--- src/rtl/wb_dcache_flush_ctrl.sv ---
// Data-cache flush walker: visits every set/way, writes back dirty lines, invalidates valid ones.
// Optional macro WB_DCACHE_FLUSH_PERF_CNT_EN adds wb_count_o, a writeback handshake counter.
module wb_dcache_flush_ctrl #(
    parameter int NUM_SETS = 256,
    parameter int NUM_WAYS = 8,
    localparam int SET_W = $clog2(NUM_SETS),
    localparam int WAY_W = $clog2(NUM_WAYS)
) (
    input  logic             clk_i,
    input  logic             rst_i,
    input  logic             flush_req_i,
    output logic             flush_ack_o,
    output logic             busy_o,
    output logic             tag_req_o,
    input  logic             tag_gnt_i,
    output logic [SET_W-1:0] tag_set_o,
    output logic [WAY_W-1:0] tag_way_o,
    input  logic             tag_rvalid_i,
    input  logic             tag_valid_i,
    input  logic             tag_dirty_i,
    output logic             wb_req_o,
    input  logic             wb_gnt_i,
    output logic [SET_W-1:0] wb_set_o,
    output logic [WAY_W-1:0] wb_way_o,
    input  logic             wb_done_i,
    output logic             inv_req_o,
    input  logic             inv_gnt_i
`ifdef WB_DCACHE_FLUSH_PERF_CNT_EN
    ,
    output logic [SET_W+WAY_W:0] wb_count_o
`endif
);

    typedef enum logic [2:0] {
        IDLE, TAG_RD, TAG_WAIT, WB_REQ, WB_WAIT, INV, NEXT, DONE
    } state_t;

    localparam logic [SET_W-1:0] SET_LAST = SET_W'(NUM_SETS - 1);
    localparam logic [WAY_W-1:0] WAY_LAST = WAY_W'(NUM_WAYS - 1);

    state_t           state_q, state_d;
    logic [SET_W-1:0] set_q, set_d;
    logic [WAY_W-1:0] way_q, way_d;
    logic             tag_req, wb_req, inv_req, ack;

    // State and line counters; reset abandons any flush in progress
    always_ff @(posedge clk_i) begin
        if (rst_i) begin
            state_q <= IDLE;
            set_q   <= '0;
            way_q   <= '0;
        end else begin
            state_q <= state_d;
            set_q   <= set_d;
            way_q   <= way_d;
        end
    end

    // Next-state logic, request strobes and line counter advance
    always_comb begin
        state_d = state_q;
        set_d   = set_q;
        way_d   = way_q;
        tag_req = 1'b0;
        wb_req  = 1'b0;
        inv_req = 1'b0;
        ack     = 1'b0;
        unique case (state_q)
            IDLE: begin
                if (flush_req_i) begin
                    set_d   = '0;
                    way_d   = '0;
                    state_d = TAG_RD;
                end
            end
            TAG_RD: begin
                tag_req = 1'b1;
                if (tag_gnt_i) state_d = TAG_WAIT;
            end
            TAG_WAIT: begin
                if (tag_rvalid_i) begin
                    if (!tag_valid_i)     state_d = NEXT;
                    else if (tag_dirty_i) state_d = WB_REQ;
                    else                  state_d = INV;
                end
            end
            WB_REQ: begin
                wb_req = 1'b1;
                if (wb_gnt_i) state_d = WB_WAIT;
            end
            WB_WAIT: begin
                if (wb_done_i) state_d = INV;
            end
            INV: begin
                inv_req = 1'b1;
                if (inv_gnt_i) state_d = NEXT;
            end
            NEXT: begin
                if (set_q == SET_LAST && way_q == WAY_LAST) begin
                    state_d = DONE;
                end else if (way_q == WAY_LAST) begin
                    way_d   = '0;
                    set_d   = set_q + 1'b1;
                    state_d = TAG_RD;
                end else begin
                    way_d   = way_q + 1'b1;
                    state_d = TAG_RD;
                end
            end
            DONE: begin
                ack     = 1'b1;
                state_d = IDLE;
            end
            default: state_d = IDLE;
        endcase
    end

    // Outputs are forced quiet while reset is asserted, even before the edge
    always_comb begin
        tag_req_o   = tag_req & ~rst_i;
        wb_req_o    = wb_req & ~rst_i;
        inv_req_o   = inv_req & ~rst_i;
        flush_ack_o = ack & ~rst_i;
        busy_o      = (state_q != IDLE) & ~rst_i;
        tag_set_o   = rst_i ? '0 : set_q;
        tag_way_o   = rst_i ? '0 : way_q;
        wb_set_o    = rst_i ? '0 : set_q;
        wb_way_o    = rst_i ? '0 : way_q;
    end

`ifdef WB_DCACHE_FLUSH_PERF_CNT_EN
    // Writeback handshake counter, cleared when a new flush is accepted
    always_ff @(posedge clk_i) begin
        if (rst_i)
            wb_count_o <= '0;
        else if (state_q == IDLE && flush_req_i)
            wb_count_o <= '0;
        else if (wb_req && wb_gnt_i)
            wb_count_o <= wb_count_o + 1'b1;
    end
`endif

endmodule

--- config.mk ---
export PLATFORM = sky130hd
export DESIGN_NAME = wb_dcache_flush_ctrl
export DESIGN_NICKNAME = d
export VERILOG_FILES = /design/src/rtl/wb_dcache_flush_ctrl.sv
export SDC_FILE = /design/constraint.sdc
export NUM_CORES = 1
export LEC_CHECK = 0
export ABC_CLOCK_PERIOD_IN_PS = 2350
export BUFFER_PORTS_ARGS = -buffer_cell sky130_fd_sc_hd__buf_2
export CORE_UTILIZATION = 42
export CTS_CLUSTER_SIZE = 14
export DETAILED_ROUTE_END_ITERATION = 12
export HOLD_SLACK_MARGIN = 0.02
export PLACE_DENSITY = 0.78
export RECOVER_POWER = 25
export SYNTH_ARGS = -nofsm -noshare
export SYNTH_HDL_FRONTEND = slang
export SYNTH_SLANG_ARGS = --single-unit
--- constraint.sdc ---
create_clock -name clk_i -period 2.35 [get_ports clk_i]
set_input_delay 0.235 -clock clk_i [delete_from_list [all_inputs] [get_ports clk_i]]
set_output_delay 0.235 -clock clk_i [all_outputs]
set_load 0.05 [all_outputs]
==> flow_metrics.py <==
metrics = {
    "finish": {
        "areaGrowthSynthToFinish_pct": 11.67,
        "multiInputGateArea_um2": 614.3,
        "antennaDiodeCount": 0,
        "nFillCells": 255,
        "drive_above_1_share_pct": 24.49,
        "nNetsFinal": 161,
        "seq_area_um2": 280.3,
    },
    "synth": {
        "synth_edf_count": 0,
        "yosys_warnings": 0,
        "synth_area_um2": 1018,
        "synth_top_family_by_area": "simple AND/OR/NAND/NOR gates",
        "synthAdderAreaFrac_pct": 3.686,
        "post_synth_mux_area_share_pct": 3.194,
        "netlist_instances": 126,
        "avgSynthCellArea_um2": 8.083,
        "async_flop_share_pct": 0,
        "ys_types": 34,
        "synth-simple-area-share_pct": 34.15,
        "ys.flop_type": "dfxtp_1",
        "syn_nets": 139,
        "synth_compound_area_share_pct": 19.29,
        "synth-xor-area-share_pct": 0,
        "synth-seq-cells": 14,
        "synth_seq_area_share_pct": 27.52,
    },
    "clock_tree": {
        "hold_buffers": 0,
        "clkSinkCount": 14,
        "clockBufferDepth": 2,
        "cts_htree_levels": 1,
        "post-cts-setup-buffer-count": 0,
        "cts_tree": "built",
        "cts_resized": 0,
        "cts_buffers": 3,
        "cts-root-buf": "clkbuf_4",
        "clkTransAtPathRegs_ns": 0.09,
        "insertion_delay_ns": 0.28,
    },
    "drt": {
        "wire_per_inst_um": 13.01,
        "drtIter0Drc": 13,
        "wl_um": 2277,
        "antenna_left": 0,
        "drt_first_pass_iters": 4,
        "vias": 995,
        "vias_per_cell": 5.686,
        "drc": 0,
    },
    "timing": {
        "fmax_mhz": 531.6,
        "slew_violations": 0,
        "worst_slew_pin_slew_ns": 0.5917,
        "finalCriticalPeriod_ns": 1.881,
        "finalHoldViolCount": 0,
        "setup_viol": 0,
        "finClkSkew_ns": 0.005872,
        "rsz0062_at_grt": "no",
        "tns_ns": 0,
        "relSlewSlack_pct": 60.72,
        "layout_worst_path_cycle_share_pct": 80.04,
    },
    "floorplanning": {
        "die_h_um": 51.25,
        "initial_core_util_pct": 45.17,
        "core_um2": 2255,
        "dieWidth_um": 51.25,
        "std_cell_rows": 17,
        "num_io_pins": 37,
        "dieArea_um2": 2626,
    },
    "placed_design": {
        "place_congestion": 0.8463,
        "port_buffers": 36,
        "place_hpwl_um": 1623,
    },
    "min_path": {
        "min_path_type": "in2reg",
    },
    "pwr": {
        "ir_worst_vdd_uv": 368.7,
        "p_per_area_nw_per_um2": 608.8,
        "finalPower_mw": 0.6924,
        "power.leakage_nw": 0.4506,
    },
    "critical_path": {
        "start_kind": "register",
        "crit_type": "reg2reg",
        "cp_data_arrival_time_ns": 2.09,
        "cp.required_ns": 2.56,
        "end_kind": "register",
        "crit_fanout": 9,
    },
    "job": {
        "drv_cap": 0,
    },
    "run_status": {
        "status": "finished clean",
    },
    "global_routing": {
        "antenna_found_initial": 0,
        "grt_pass1_vias": 856,
        "grt_usage_pct": 18.14,
        "grt_pass1_wl_um": 3553,
        "grt_overflow": 0,
        "grt_max_degree": 30,
    },
}
[final timing paths]
kind                    start         end  slack (ns)  cells after the start
setup / recovery     way_q[0]    set_q[5]        0.47                      6
hold / removal    tag_valid_i  state_q[0]        0.28                      3
setup reg to reg     way_q[0]    set_q[5]        0.47                      6
hold reg to reg      way_q[2]    way_q[2]        0.49                      2
[Yosys cell counts, types with 2 or more instances]
master,instances,area (µm²)
nand4_1,3,18.77
nor3_1,6,30.03
dfxtp_1,14,280.3
nand3_1,9,45.04
nand2b_1,4,25.02
clkbuf_1,6,22.52
a21oi_1,9,45.04
and3_1,2,12.51
ha_1,3,37.54
o311ai_0,4,35.03
nand2_1,5,18.77
nor2_1,5,18.77
buf_4,13,97.59
or4_1,2,15.01
o21ai_0,3,15.01
nor2b_1,14,87.58
o211ai_1,3,22.52
o31ai_1,4,30.03
a31o_2,2,17.52
[per-layer routing]
metal  share of wire [%]  global-route usage [%]
met1                  45                   20.75
met3                 4.1                   2.083
met2                  49                   31.36
met4                 2.2                   12.16
met5                   0                       0
[per-stage QoR]
step	cells	worst slack, ns	hold slack [ns]	util [%]	instance area [µm²]
2_1_floorplan	126	0.3819	0.4292	-	1018
5_1_grt	175	0.3896	0.2879	50.44	1137
3_5_place_dp	171	0.5294	0.4852	49.39	1114
3_3_place_gp	171	0.6189	0.4786	49.39	1114
6_report	175	0.4690	0.2791	50.44	1137
4_1_cts	175	0.4831	0.2755	51.00	1150
[critical path, cell delays in order, from the launching register on]
cell and delay [ns]:
dfxtp_1 0.36, ha_1 0.21, ha_1 0.24, nand4_1 0.29
o21ai_4 0.13, or4_1 0.41, a21oi_1 0.16
[cells in the final DEF, fill, tap and decap left out, types with 2 or more instances in the layout]
cell type	netlist	routed
a21oi_1	9	9
a31o_2	2	2
and3_1	2	2
buf_2	0	26
clkbuf_1	6	10
clkbuf_4	0	3
dfxtp_1	14	14
ha_1	3	3
nand2_1	5	5
nand2b_1	4	4
nand3_1	9	9
nand4_1	3	3
nor2_1	5	5
nor2b_1	14	14
nor3_1	6	6
o211ai_1	3	3
o21ai_0	3	3
o311ai_0	4	4
o31ai_1	4	4
or4_1	2	2
[where the power goes]
| part | leakage [nW] | internal (mW) | total [mW] | switching (mW) |
|---|---|---|---|---|
| logic | 0.316 | 0.0835 | 0.213 | 0.130 |
| registers | 0.113 | 0.253 | 0.305 | 0.0518 |
| clock network | 0.0210 | 0.0944 | 0.174 | 0.0797 |
| total | 0.451 | 0.431 | 0.692 | 0.261 |
[registers in the layout, indices dropped and copies added, names as in the netlist]
name     count
state_q      3
set_q        8
way_q        3
[cells by family after synthesis]
family	after synthesis
fa+ha+maj	3
flops	14
compound gates	28
mux	2
buf+inv	20
simple gates	59
[area by class of cell]
cell class / count / share of cell area (%)
Multi-Input combinational cell: 92 / 54.02
Sequential cell: 14 / 24.64
Timing Repair Buffer: 36 / 14.74
Clock buffer: 4 / 3.190
Tap cell: 28 / 3.080
Inverter: 1 / 0.3300
Note: power is estimated with default switching activity, not from simulation.
